[config.mk]
export PLATFORM = sky130hd
export DESIGN_NAME = ddsm_avg_decoder_flat
export DESIGN_NICKNAME = d
export VERILOG_FILES = /design/src/rtl/ddsm_pkg.sv /design/src/rtl/ddsm_avg_decoder_if.sv /design/src/rtl/ddsm_win_accum.sv /design/src/rtl/ddsm_avg_decoder.sv /design/src/flat_wrapper.sv
export SDC_FILE = /design/constraint.sdc
export NUM_CORES = 1
export LEC_CHECK = 0
export CAP_MARGIN = 30
export CORE_MARGIN = 1.5
export CORE_UTILIZATION = 24
export DETAILED_ROUTE_END_ITERATION = 7
export PLACE_DENSITY = 0.39
export SLEW_MARGIN = 10
export SYNTH_ARGS = -nofsm -noshare
export SYNTH_HDL_FRONTEND = slang
export SYNTH_HIERARCHICAL = 1
export SYNTH_SLANG_ARGS = --single-unit
export TNS_END_PERCENT = 1
[constraint.sdc]
create_clock -name clk -period 2.44 [get_ports clk]
set_input_delay 0.366 -clock clk [delete_from_list [all_inputs] [get_ports clk]]
set_output_delay 0.366 -clock clk [all_outputs]
set_load 0.005 [all_outputs]
[src/rtl/ddsm_pkg.sv]
// Shared types and constants for the MASH-1-1-1 stream decoder.
// The code span offsets describe the -3..+4 shaping range around the integer word.
package ddsm_pkg;

    typedef enum logic [1:0] {
        ST_IDLE   = 2'd0,
        ST_SETTLE = 2'd1,
        ST_ACCUM  = 2'd2,
        ST_HOLD   = 2'd3
    } state_t;

    localparam int INT_W        = 4;
    localparam int FRAC_W       = 16;
    localparam int DDSM_MIN_OFS = -3;
    localparam int DDSM_MAX_OFS = 4;

    function automatic logic [INT_W-1:0] code_min(input logic [INT_W-1:0] a,
                                                  input logic [INT_W-1:0] b);
        return (a < b) ? a : b;
    endfunction

    function automatic logic [INT_W-1:0] code_max(input logic [INT_W-1:0] a,
                                                  input logic [INT_W-1:0] b);
        return (a > b) ? a : b;
    endfunction

endpackage

[src/rtl/ddsm_avg_decoder_if.sv]
// Sample input, control and result handshake bundle of the averaging decoder.
interface ddsm_avg_decoder_if #(
    parameter int FRAC_W = ddsm_pkg::FRAC_W
);
    logic                          start;
    logic                          abort;
    logic [ddsm_pkg::INT_W-1:0]    din;
    logic                          din_vld;
    logic                          busy;
    logic                          res_vld;
    logic                          res_rdy;
    logic [ddsm_pkg::INT_W-1:0]    res_int;
    logic [FRAC_W-1:0]             res_frac;
    logic [ddsm_pkg::INT_W-1:0]    res_min;
    logic [ddsm_pkg::INT_W-1:0]    res_max;

    modport master (
        output start, abort, din, din_vld, res_rdy,
        input  busy, res_vld, res_int, res_frac, res_min, res_max
    );

    modport slave (
        input  start, abort, din, din_vld, res_rdy,
        output busy, res_vld, res_int, res_frac, res_min, res_max
    );
endinterface

[src/rtl/ddsm_win_accum.sv]
// Window datapath: running sum plus min/max of the stream codes.
// The *_next outputs already include the sample accepted this cycle.
module ddsm_win_accum
    import ddsm_pkg::*;
#(
    parameter int LOG2_WIN = 16
)(
    input  logic                      clk,
    input  logic                      rst,
    input  logic                      clr,
    input  logic                      en,
    input  logic [INT_W-1:0]          din,
    output logic [INT_W+LOG2_WIN-1:0] sum_next,
    output logic [INT_W-1:0]          min_next,
    output logic [INT_W-1:0]          max_next
);
    localparam int SUM_W = INT_W + LOG2_WIN;

    logic [SUM_W-1:0] sum_q, sum_d;
    logic [INT_W-1:0] min_q, min_d;
    logic [INT_W-1:0] max_q, max_d;

    // The sum is wide enough for a full window of 4'hF codes, so it never wraps.
    always_comb begin
        sum_d = sum_q;
        min_d = min_q;
        max_d = max_q;
        if (clr) begin
            sum_d = '0;
            min_d = {INT_W{1'b1}};
            max_d = '0;
        end else if (en) begin
            sum_d = sum_q + SUM_W'(din);
            min_d = code_min(min_q, din);
            max_d = code_max(max_q, din);
        end
    end

    always_ff @(posedge clk or posedge rst) begin
        if (rst) begin
            sum_q <= '0;
            min_q <= '0;
            max_q <= '0;
        end else begin
            sum_q <= sum_d;
            min_q <= min_d;
            max_q <= max_d;
        end
    end

    assign sum_next = sum_d;
    assign min_next = min_d;
    assign max_next = max_d;
endmodule

[src/rtl/ddsm_avg_decoder.sv]
// Boxcar-averages 2^LOG2_WIN DDSM codes to recover the {int,frac} division word.
// FSM, settle/window counters and result handshake live here; the sum is in ddsm_win_accum.
module ddsm_avg_decoder
    import ddsm_pkg::*;
#(
    parameter int LOG2_WIN = 16,
    parameter int SETTLE   = 4,
    parameter int FRAC_W   = ddsm_pkg::FRAC_W
)(
    input  logic               clk,
    input  logic               rst,
    ddsm_avg_decoder_if.slave  bus
);
    localparam int CNT_W = LOG2_WIN + 1;
    localparam int SUM_W = INT_W + LOG2_WIN;
    localparam int SET_W = (SETTLE > 1) ? $clog2(SETTLE) : 1;
    localparam logic [CNT_W-1:0] WIN_LAST    = CNT_W'((1 << LOG2_WIN) - 1);
    localparam logic [SET_W-1:0] SETTLE_LAST = SET_W'((SETTLE > 0) ? SETTLE - 1 : 0);

    state_t            state_q, state_d;
    logic [SET_W-1:0]  settle_cnt_q, settle_cnt_d;
    logic [CNT_W-1:0]  win_cnt_q, win_cnt_d;
    logic              busy_q, busy_d;
    logic              res_vld_q, res_vld_d;
    logic [INT_W-1:0]  res_int_q, res_int_d;
    logic [FRAC_W-1:0] res_frac_q, res_frac_d;
    logic [INT_W-1:0]  res_min_q, res_min_d;
    logic [INT_W-1:0]  res_max_q, res_max_d;

    logic              acc_clr, acc_en;
    logic [SUM_W-1:0]  acc_sum_next;
    logic [INT_W-1:0]  acc_min_next, acc_max_next;

    ddsm_win_accum #(.LOG2_WIN(LOG2_WIN)) u_accum (
        .clk      (clk),
        .rst      (rst),
        .clr      (acc_clr),
        .en       (acc_en),
        .din      (bus.din),
        .sum_next (acc_sum_next),
        .min_next (acc_min_next),
        .max_next (acc_max_next)
    );

    always_comb begin
        state_d      = state_q;
        settle_cnt_d = settle_cnt_q;
        win_cnt_d    = win_cnt_q;
        res_vld_d    = res_vld_q;
        res_int_d    = res_int_q;
        res_frac_d   = res_frac_q;
        res_min_d    = res_min_q;
        res_max_d    = res_max_q;
        acc_clr      = 1'b0;
        acc_en       = 1'b0;

        // abort overrides everything, including a start or a final sample in the same cycle
        if (bus.abort) begin
            state_d   = ST_IDLE;
            res_vld_d = 1'b0;
        end else begin
            unique case (state_q)
                ST_IDLE: begin
                    if (bus.start) begin
                        settle_cnt_d = '0;
                        win_cnt_d    = '0;
                        if (SETTLE == 0) begin
                            state_d = ST_ACCUM;
                            acc_clr = 1'b1;
                        end else begin
                            state_d = ST_SETTLE;
                        end
                    end
                end
                ST_SETTLE: begin
                    if (bus.din_vld) begin
                        if (settle_cnt_q == SETTLE_LAST) begin
                            state_d   = ST_ACCUM;
                            acc_clr   = 1'b1;
                            win_cnt_d = '0;
                        end else begin
                            settle_cnt_d = settle_cnt_q + 1'b1;
                        end
                    end
                end
                ST_ACCUM: begin
                    if (bus.din_vld) begin
                        acc_en = 1'b1;
                        if (win_cnt_q == WIN_LAST) begin
                            state_d    = ST_HOLD;
                            res_vld_d  = 1'b1;
                            res_int_d  = acc_sum_next[LOG2_WIN+INT_W-1:LOG2_WIN];
                            res_frac_d = FRAC_W'(acc_sum_next[LOG2_WIN-1:0]) << (FRAC_W - LOG2_WIN);
                            res_min_d  = acc_min_next;
                            res_max_d  = acc_max_next;
                        end else begin
                            win_cnt_d = win_cnt_q + 1'b1;
                        end
                    end
                end
                ST_HOLD: begin
                    if (bus.res_rdy) begin
                        state_d   = ST_IDLE;
                        res_vld_d = 1'b0;
                    end
                end
                default: state_d = ST_IDLE;
            endcase
        end

        busy_d = (state_d == ST_SETTLE) || (state_d == ST_ACCUM);
    end

    always_ff @(posedge clk or posedge rst) begin
        if (rst) begin
            state_q      <= ST_IDLE;
            settle_cnt_q <= '0;
            win_cnt_q    <= '0;
            busy_q       <= 1'b0;
            res_vld_q    <= 1'b0;
            res_int_q    <= '0;
            res_frac_q   <= '0;
            res_min_q    <= '0;
            res_max_q    <= '0;
        end else begin
            state_q      <= state_d;
            settle_cnt_q <= settle_cnt_d;
            win_cnt_q    <= win_cnt_d;
            busy_q       <= busy_d;
            res_vld_q    <= res_vld_d;
            res_int_q    <= res_int_d;
            res_frac_q   <= res_frac_d;
            res_min_q    <= res_min_d;
            res_max_q    <= res_max_d;
        end
    end

    assign bus.busy     = busy_q;
    assign bus.res_vld  = res_vld_q;
    assign bus.res_int  = res_int_q;
    assign bus.res_frac = res_frac_q;
    assign bus.res_min  = res_min_q;
    assign bus.res_max  = res_max_q;
endmodule

[src/flat_wrapper.sv]
// flat-port wrapper written by rule: the top's interface ports become plain ports
module ddsm_avg_decoder_flat import ddsm_pkg::*;
#(
    parameter int LOG2_WIN = 16,
    parameter int SETTLE   = 4,
    parameter int FRAC_W   = ddsm_pkg::FRAC_W
)
  (clk, rst, bus_start, bus_abort, bus_din, bus_din_vld, bus_res_rdy, bus_busy, bus_res_vld, bus_res_int, bus_res_frac, bus_res_min, bus_res_max);
  ddsm_avg_decoder_if #(.FRAC_W(FRAC_W)) bus_i ();
  input  logic clk;
  input  logic rst;
  input wire logic [$bits(bus_i.start)-1:0] bus_start;
  input wire logic [$bits(bus_i.abort)-1:0] bus_abort;
  input wire logic [$bits(bus_i.din)-1:0] bus_din;
  input wire logic [$bits(bus_i.din_vld)-1:0] bus_din_vld;
  input wire logic [$bits(bus_i.res_rdy)-1:0] bus_res_rdy;
  output wire logic [$bits(bus_i.busy)-1:0] bus_busy;
  output wire logic [$bits(bus_i.res_vld)-1:0] bus_res_vld;
  output wire logic [$bits(bus_i.res_int)-1:0] bus_res_int;
  output wire logic [$bits(bus_i.res_frac)-1:0] bus_res_frac;
  output wire logic [$bits(bus_i.res_min)-1:0] bus_res_min;
  output wire logic [$bits(bus_i.res_max)-1:0] bus_res_max;
  assign bus_i.start = bus_start;
  assign bus_i.abort = bus_abort;
  assign bus_i.din = bus_din;
  assign bus_i.din_vld = bus_din_vld;
  assign bus_i.res_rdy = bus_res_rdy;
  assign bus_busy = bus_i.busy;
  assign bus_res_vld = bus_i.res_vld;
  assign bus_res_int = bus_i.res_int;
  assign bus_res_frac = bus_i.res_frac;
  assign bus_res_min = bus_i.res_min;
  assign bus_res_max = bus_i.res_max;
  ddsm_avg_decoder #(.LOG2_WIN(LOG2_WIN), .SETTLE(SETTLE), .FRAC_W(FRAC_W)) u_core (.clk(clk), .rst(rst), .bus(bus_i));
endmodule
After elaboration in Yosys (flattened, before gate mapping):

Cells that the tools add are included.

* output and inout port bits: 30
* input bits: 10
* flip-flop bits (word level): 79

* bitwise operators: 1
* reductions and logical operators: 9
* magnitude comparators: 2
* mux-type cells: 38
* add/subtract/negate cells: 3
* eq/ne operators: 16

Operators with widths (number)
* $mux 17: 5
* $pmux 17 s3: 1
* $mux 20: 2
* $mux 4: 6
* $add 20x4->20: 1
* $mux 2: 10
* $add 17x1->17 const B: 1
* $eq 17x16->1 const B: 1
* $mux 1: 11
* $ne 2x2->1 const B: 5
* $eq 2x2->1 const B: 4
* $pmux 2 s4: 1
* $reduce_and 4->1: 2
* $reduce_and 7->1: 1
* $ne 3x3->1 const B: 2
* $reduce_bool 3->1: 2
* $reduce_and 5->1: 1
* $eq 2x1->1 const B: 2
* $gt 4x4->1: 1
* $lt 4x4->1: 1
* $pmux 2 s2: 1
* $ne 3x2->1 const B: 1
* $add 2x1->2 const B: 1
* $logic_not 2->1: 1
* 5 further kinds: 5

Longest topological paths before layout:

Gate-level depths: netlist of the first run.

* depth in word-level cells: 7
* gate-level depth with buffers: 12
* mapped depth without buffers: 9

Modules after synthesis:

The synthesis of the first run kept the hierarchy.

Modules (own cells, without submodules)
* ddsm_avg_decoder: cells each 219, instances 1, area each 2462.4 um^2
* ddsm_win_accum: cells each 166, instances 1, area each 1649.1 um^2

Worst setup path before layout of the first run:

Ideal clock, no wire load.

* path kind: reg-to-reg
* start point: reg u_core.win_cnt_q[0]
* end point: reg u_core.res_frac_q[0] (netlist: u_core/bus.res_frac[0])
* slack: -0.064 ns
* arrival time: 2.379 ns
* required time: 2.315 ns
* period minus slack after synthesis: 2.504 ns
* library setup time: 0.125 ns
* cell stages (with the launch flop): 11
* path through: dfrtp_1 > ha_1 > and3_1 > clkbuf_1 > nand2_1 > nor3_1 > ha_1 > nand2_1 > nor3_4 > buf_4 > mux2_2

* word-level cells in the longest chain between the ends: 2

RTL lines
* start: declaration: line ddsm_avg_decoder.sv:22 `logic [CNT_W-1:0] win_cnt_q, win_cnt_d;`
* start signal: assignment: line ddsm_avg_decoder.sv:128 `win_cnt_q <= win_cnt_d;`
* $eq 17x16->1: line ddsm_avg_decoder.sv:89 `if (win_cnt_q == WIN_LAST) begin`
* $reduce_and 4->1 (no source line)
* end signal: assignment: line ddsm_avg_decoder.sv:132 `res_frac_q <= res_frac_d;`
* end: declaration: line ddsm_avg_decoder.sv:26 `logic [FRAC_W-1:0] res_frac_q, res_frac_d;`

No other way between the ends.
A chain may end at the register's enable or synchronous reset.

Final worst setup path of the first run:

* start point: reg u_core.win_cnt_q[0]
* end point: reg u_core.win_cnt_q[14]

* word-level cells in the longest chain between the ends: 4
* elaborated cells on any way between the ends: 7
* classes of those cells: add/sub: 1; eq/ne: 2; mux: 3; reduce/logical: 1

RTL lines
* $add 17x1->17: line ddsm_avg_decoder.sv:97 `win_cnt_d = win_cnt_q + 1'b1;`
* $mux 17: line ddsm_avg_decoder.sv:89
* $mux 17: line ddsm_avg_decoder.sv:87 `if (bus.din_vld) begin`
* $pmux 17 s3: line ddsm_avg_decoder.sv:62 `unique case (state_q)`

Parallel ways exist; a longest one is shown, timed or not. The select of a mux whose other input is x is not followed.

==> flow_metrics.py, run 1 <==
metrics = {
    "route": {
        "vias": 3131,
        "route.detailed.drc": 0,
        "drt_iter0_drc": 125,
        "ant_nets": 0,
        "drtPass1Iterations": 4,
        "viasPerCell": 4.525,
        "wl_um": 10080,
        "wire_per_inst_um": 14.56,
    },
    "worst_setup_path": {
        "worstSetupStartpoint": "u_core/win_cnt_q[0]$_DFFE_PP0P_",
        "slowest_delay_ns": 0.51,
        "rr_worst_depth": 9,
        "start_kind": "register",
        "critPathCaptureType": "register",
        "reg2reg_slack_ns": 0.09,
        "crit_chain": "ha_1, and3_1, nand2_1, nor3_1, ha_2, nand3b_1, o221a_4, or4_1, a21oi_1",
        "cp_data_arrival_time_ns": 2.61,
        "rr_endpoint": "u_core/win_cnt_q[14]$_DFFE_PP0P_",
        "worstSetupEndpoint": "u_core/win_cnt_q[14]$_DFFE_PP0P_",
        "cp_slowest_cell": "or4_1",
        "reg2reg_from": "u_core/win_cnt_q[0]$_DFFE_PP0P_",
        "worstPathMaxFanout": 10,
        "worstPathRequired_ns": 2.70,
        "critPathKind": "register to register",
    },
    "synthesis": {
        "synth-edff-count": 0,
        "synthMuxAreaShare_pct": 10.26,
        "synth.area.top_cells": "dfrtp_1 48%, mux2_2 7.9%, ha_1 4.3%, nor2_1 3.3%, xnor2_1 3.2%",
        "yosys.area.top_type_share_pct": 48.08,
        "yosysWarnings": 6,
        "syn_inst": 385,
        "yosysTopAreaCell": "dfrtp_1",
        "synth_nets": 410,
        "synth_top_family_by_area": "simple AND/OR/NAND/NOR gates",
        "avgSynthCellArea_um2": 10.68,
        "synth_xor_area_share_pct": 3.195,
        "ys_ff_latch": 79,
        "synthSimpleGateAreaFrac_pct": 17.01,
        "synth_area_mm2": 0.004111,
        "synthAdderAreaFrac_pct": 4.747,
        "synth_flop_cell": "dfrtp_1",
        "synth_compound_area_share_pct": 12.02,
        "seq_area_frac_synth_pct": 48.08,
        "yosys.cell_types.count": 58,
        "async_flop_share_pct": 100.0,
    },
    "global_routing": {
        "grt_use_met1_pct": 16.11,
        "grt_pass1_vias": 3276,
        "gr-usage-met2_pct": 19.76,
        "antenna_found_initial": 0,
        "grt_pass1_wl_um": 16970,
        "grt-ovfl-total": 0,
        "busiest_layer": "met2",
        "grt_start_max_net_pins": 36,
        "grt_usage_pct": 12.24,
        "met3_usage_pct": 3.741,
    },
    "cts": {
        "cts_buffer_depth": 2,
        "numCtsBuffers": 9,
        "clkTransAtPathRegs_ns": 0.06,
        "postCtsHoldBufs": 0,
        "cts.sinks": 79,
        "cts_root_buf": "clkbuf_16",
        "htreeDepth": 3,
        "cts_tree": "yes",
        "clk_latency_ns": 0.34,
    },
    "power": {
        "p_leak_uw": 0.002456,
        "peakVddDrop_uv": 322.1,
        "power.density_mw_per_mm2": 554.0,
    },
    "placed_design": {
        "pre_cts_slack_ns": -0.4494,
        "routabilityCongestion": 0.7770,
        "hpwl_um": 7178,
        "port_buffers": 39,
    },
    "sta": {
        "period_share_pct": 96.32,
        "setup_slack_ns": 0.08978,
        "fin_crit_ns": 2.350,
        "fin_skew_ns": 0.007708,
        "worst_pin_slew_ns": 0.4119,
        "rsz0062_at_grt": "yes",
        "slew_violations": 0,
        "slew_headroom_pct": 72.50,
        "holdWs_ns": 0.3732,
        "max_freq_mhz": 425.5,
        "finalSetupViolCount": 0,
        "hold_viol_final": 0,
    },
    "min_path": {
        "min-delay-path-class": "input port to asynchronous set/reset pin",
    },
    "die": {
        "coreArea_mm2": 0.01664,
        "die_w_um": 133.9,
        "io_pins": 40,
        "die_h_um": 133.9,
        "die-area_mm2": 0.01793,
        "start_util_pct": 24.70,
        "rows": 47,
    },
    "final_layout": {
        "nets": 493,
        "final_common_cell": "dfrtp_1",
        "antenna_cells": 0,
        "area_growth_pct": 33.17,
        "final_cell_mix": "79 x dfrtp_1, 45 x buf_4, 38 x clkdlybuf4s50_1",
        "layout-drive-gt1-share_pct": 25.42,
    },
    "run_status": {
        "status": "completed",
    },
    "flow_run": {
        "drv_cap": 0,
    },
}
[timing repair]
| item | in CTS | in global routing |
|---|---|---|
| buffers inserted | 0 | 0 |
| pin swaps | 1 | 1 |
| endpoints found under the setup margin | 11 | 16 |
| resized for setup | 4 | 10 |
[cells by family (layout without fill, tap and decap cells)]
kind of cell | Yosys count | in the layout
flops | 79 | 79
mux | 38 | 38
fa+ha+maj | 15 | 15
xor+xnor | 15 | 15
simple gates | 123 | 123
buf+inv | 41 | 128
compound gates | 74 | 74
[cells in the mapped netlist (all sizes together), types with 2 or more instances]
master / instances
a31oi: 3
and4: 3
clkbuf: 7
a22o: 2
or2: 2
mux2i: 8
nor2: 36
a21o: 4
buf: 9
o31ai: 6
nand4: 10
a311oi: 3
a31o: 4
nor4: 3
xnor2: 15
dfrtp: 79
or3: 5
a21oi: 20
inv: 24
nor4b: 2
a211o: 4
or4: 5
ha: 14
nand3: 13
and3: 3
nand2b: 5
nor3: 6
a211oi: 5
nor2b: 5
mux2: 30
nand2: 19
o21ai: 15
[layer usage]
layer / up-vias / wire length [µm]
met1: 1538 / 5000
met3: 4 / 287
li1: 1549 / -
met2: 40 / 4727
met4: 0 / 61
met5: - / 0
[where the power goes]
| group | internal [µW] | total [µW] | switching (µW) | leakage [µW] |
|---|---|---|---|---|
| logic | 111 | 255 | 144 | 0.00122 |
| clock network | 894 | 1440 | 541 | 0.000153 |
| registers | 1330 | 1340 | 13.4 | 0.00108 |
| total | 2340 | 3030 | 698 | 0.00246 |
[worst min path at each step]
stage	start	end	slack [ns]	cells after the start
finish	rst	u_core/bus.res_frac[5]$_DFFE_PP0P_	0.37	2
global route	rst	u_core/bus.res_frac[5]$_DFFE_PP0P_	0.40	2
CTS	rst	u_core/bus.res_frac[6]$_DFFE_PP0P_	0.38	2
detailed placement	u_core/bus.res_frac[0]$_DFFE_PP0P_	u_core/bus.res_frac[0]$_DFFE_PP0P_	0.50	1
global placement	u_core/bus.res_min[1]$_DFFE_PP0P_	u_core/bus.res_min[1]$_DFFE_PP0P_	0.49	1
floorplan	rst	u_core/u_accum/max_q[0]$_DFF_PP0_	0.43	1
[worst max-delay path: cells and delay by family, from the launching register on]
family | cells | cell delay (ns)
AOI/OAI and AO/OA | 2 | 0.44
adders and majority gates | 2 | 0.42
DFF | 1 | 0.38
and+or+nand+nor | 5 | 1.04
[flip-flops by register name, indices dropped and copies added (netlist names)]
name	cells
u_core/bus.res_max	4
u_core/win_cnt_q	17
u_core/state_q	2
u_core/bus.res_min	4
u_core/bus.res_frac	16
u_core/bus.busy	1
u_core/u_accum/min_q	4
u_core/u_accum/sum_q	20
u_core/bus.res_vld	1
u_core/u_accum/max_q	4
u_core/settle_cnt_q	2
u_core/bus.res_int	4
[layout make-up]
class | instances | area (µm²)
clock inverter | 5 | 82.58
fill | 1699 | 11170
sequential | 79 | 1977
inverter | 25 | 93.84
multi-input combinational | 265 | 2011
timing repair buffer | 88 | 807.0
clock buffer | 10 | 229.0
tap | 220 | 275.3
[metrics by stage]
| stage | area (µm²) | power [µW] | std cells | setup TNS, ns | util [%] |
|---|---|---|---|---|---|
| 2_1_floorplan | 4111 | 1508 | 385 | -0.2534 | - |
| 4_1_cts | 5421 | 3093 | 692 | 0 | 32.58 |
| 3_5_place_dp | 5099 | 1619 | 677 | -7.307 | 30.64 |
| 3_3_place_gp | 5099 | 1615 | 677 | -7.124 | 30.64 |
| 6_report | 5475 | 3033 | 692 | 0 | 32.90 |
| 5_1_grt | 5475 | 3182 | 692 | -0.003746 | 32.90 |
Note: power is estimated with default switching activity, not from simulation.
==> run 2: changes to the inputs <==
--- a/config.mk
+++ b/config.mk
@@ -6,7 +6,7 @@
 export NUM_CORES = 1
 export LEC_CHECK = 0
 export CAP_MARGIN = 30
-export CORE_MARGIN = 1.5
+export CORE_MARGIN = 2
 export CORE_UTILIZATION = 24
 export DETAILED_ROUTE_END_ITERATION = 7
 export PLACE_DENSITY = 0.39
==> flow_metrics.py, run 2 (synthesized netlist as in run 1, its figures left out) <==
metrics = {
    "sta": {
        "slew_violations": 0,
        "rsz0062_at_grt": "yes",
        "fin_crit_ns": 2.340,
        "max_freq_mhz": 427.3,
        "period_share_pct": 95.91,
        "finalSetupViolCount": 0,
        "slew_headroom_pct": 70.02,
        "hold_viol_final": 0,
        "worst_pin_slew_ns": 0.4467,
        "fin_skew_ns": 0.006136,
        "tns_ns": 0,
    },
    "worst_setup_path": {
        "rr_endpoint": "u_core/win_cnt_q[9]$_DFFE_PP0P_",
        "reg2reg_from": "u_core/win_cnt_q[0]$_DFFE_PP0P_",
        "reg2reg_slack_ns": 0.11,
        "crit_chain": "clkdlybuf4s50_1, inv_1, fa_2, nor2b_2, o21ai_1, a2111oi_2, buf_4, xnor2_1, nor2_1, mux2_2",
        "critPathKind": "input port to register",
        "start_kind": "input port",
        "rr_worst_depth": 10,
        "worstPathMaxFanout": 2,
        "critPathCaptureType": "register",
        "worstPathRequired_ns": 2.67,
        "cp_slowest_cell": "clkdlybuf4s50_1",
        "cp_data_arrival_time_ns": 2.57,
        "slowest_delay_ns": 0.49,
    },
    "global_routing": {
        "grt_start_max_net_pins": 34,
        "grt-ovfl-total": 0,
        "grt_pass1_wl_um": 17160,
        "grt_usage_pct": 12.21,
        "antenna_found_initial": 0,
        "grt_pass1_vias": 3293,
    },
    "cts": {
        "cts_buffer_depth": 2,
        "htreeDepth": 3,
        "postCtsHoldBufs": 0,
        "clkTransAtPathRegs_ns": 0.06,
        "cts.sinks": 79,
        "numCtsBuffers": 9,
        "cts_tree": "yes",
        "cts_root_buf": "clkbuf_16",
        "clk_latency_ns": 0.34,
    },
    "route": {
        "met2_length_um": 4723,
        "top_layer": "met4",
        "vias": 3148,
        "wl_um": 10060,
        "ant_nets": 0,
        "viasPerCell": 4.529,
        "drtPass1Iterations": 7,
        "route.detailed.drc": 0,
        "wire_per_inst_um": 14.48,
        "drt-met1-wl_um": 4785,
        "drt_iter0_drc": 138,
        "wl_met3_um": 368,
    },
    "placed_design": {
        "routabilityCongestion": 0.7875,
        "port_buffers": 39,
        "hpwl_um": 7173,
        "place_inst": 677,
        "placedInstanceArea_mm2": 0.005099,
    },
    "die": {
        "die_w_um": 134.9,
        "start_util_pct": 24.70,
        "coreArea_mm2": 0.01664,
        "die_h_um": 134.9,
        "io_pins": 40,
        "rows": 47,
        "die-area_mm2": 0.01819,
    },
    "final_layout": {
        "largest_reg_flops": 20,
        "largest_register": "u_core/u_accum/sum_q",
        "final_cell_mix": "79 x dfrtp_1, 47 x buf_4, 38 x clkdlybuf4s50_1",
        "antenna_cells": 0,
        "instances_no_fill": 695,
        "nets": 495,
        "layout-drive-gt1-share_pct": 26.95,
        "area_growth_pct": 33.23,
        "final_common_cell": "dfrtp_1",
        "final_cell_area_mm2": 0.005478,
    },
    "power": {
        "p_leak_uw": 0.002441,
        "power.density_mw_per_mm2": 527.1,
        "peakVddDrop_uv": 309.1,
    },
    "min_path": {
        "min-delay-path-class": "input port to asynchronous set/reset pin",
    },
    "run_status": {
        "status": "completed",
    },
    "flow_run": {
        "drv_cap": 0,
    },
}
## run 2: changes by cell type in the layout (fill, tap and decap cells not counted), moves of 2 or more
| cell | delta |
|---|---|
| clkinvlp_4 | +2 |
| a211oi_2 | -3 |
| a211oi_1 | +3 |
| bufinv_16 | -2 |
| buf_4 | +2 |
| a21oi_2 | +4 |
| a21oi_1 | -4 |
## run 2: metal layers
metal	vias up	global-route usage [%]
met5	-	0
met4	0	4.152
met3	12	3.416
met2	43	19.99
met1	1532	15.51
li1	1561	-
## run 2: metrics by stage
step / setup slack [ns] / utilization, % / hold WS [ns] / power [µW]
6_report: 0.09989 / 32.91 / 0.3820 / 2887
3_5_place_dp: -0.4861 / 30.64 / 0.4971 / 1613
5_1_grt: -0.001324 / 32.91 / 0.4272 / 3033
2_1_floorplan: -0.01250 / - / 0.4314 / 1508
3_3_place_gp: -0.4551 / 30.64 / 0.4894 / 1613
4_1_cts: 0.008038 / 32.46 / 0.3874 / 2951
## run 2: critical path, delay by kind of cell
| kind | cells | cell delay (ns) |
|---|---|---|
| mux | 1 | 0.26 |
| xor+xnor | 1 | 0.12 |
| simple gates | 2 | 0.21 |
| fa+ha+maj | 1 | 0.40 |
| buf+inv | 3 | 0.73 |
| compound gates | 2 | 0.47 |
## run 2: worst max-delay path by stage
| stage | startpoint | to | slack (ns) | cells past startpoint |
|---|---|---|---|---|
| floorplan | u_core/win_cnt_q[0]$_DFFE_PP0P_ | u_core/bus.res_frac[0]$_DFFE_PP0P_ | -0.01 | 10 |
| global placement | bus_din[0] | u_core/bus.res_frac[12]$_DFFE_PP0P_ | -0.46 | 11 |
| detailed placement | bus_din[0] | u_core/bus.res_frac[12]$_DFFE_PP0P_ | -0.49 | 11 |
| CTS | u_core/win_cnt_q[0]$_DFFE_PP0P_ | u_core/win_cnt_q[10]$_DFFE_PP0P_ | 0.008 | 10 |
| global route | u_core/win_cnt_q[0]$_DFFE_PP0P_ | u_core/win_cnt_q[10]$_DFFE_PP0P_ | -0.001 | 10 |
| finish | bus_din[1] | u_core/bus.res_frac[12]$_DFFE_PP0P_ | 0.1 | 10 |
## run 2: layout make-up
| cell class | instances | area, µm² |
|---|---|---|
| Timing Repair Buffer | 90 | 822.0 |
| Clock inverter | 5 | 41.29 |
| Clock buffer | 11 | 242.7 |
| Multi-Input combinational cell | 265 | 2026 |
| Fill cell | 1716 | 11160 |
| Tap cell | 220 | 275.3 |
| Sequential cell | 79 | 1977 |
| Inverter | 25 | 93.84 |
## run 2: report_power, final
group	internal [µW]	switching (µW)	leakage [µW]	total, µW
logic	114	140	0.00123	254
clock network	726	565	0.000133	1290
registers	1330	13.6	0.00108	1340
## run 2: timing repair
action	in CTS	in global routing
pin swaps	1	2
resized for setup	4	15
setup buffers	1	1
setup endpoints to repair	7	39
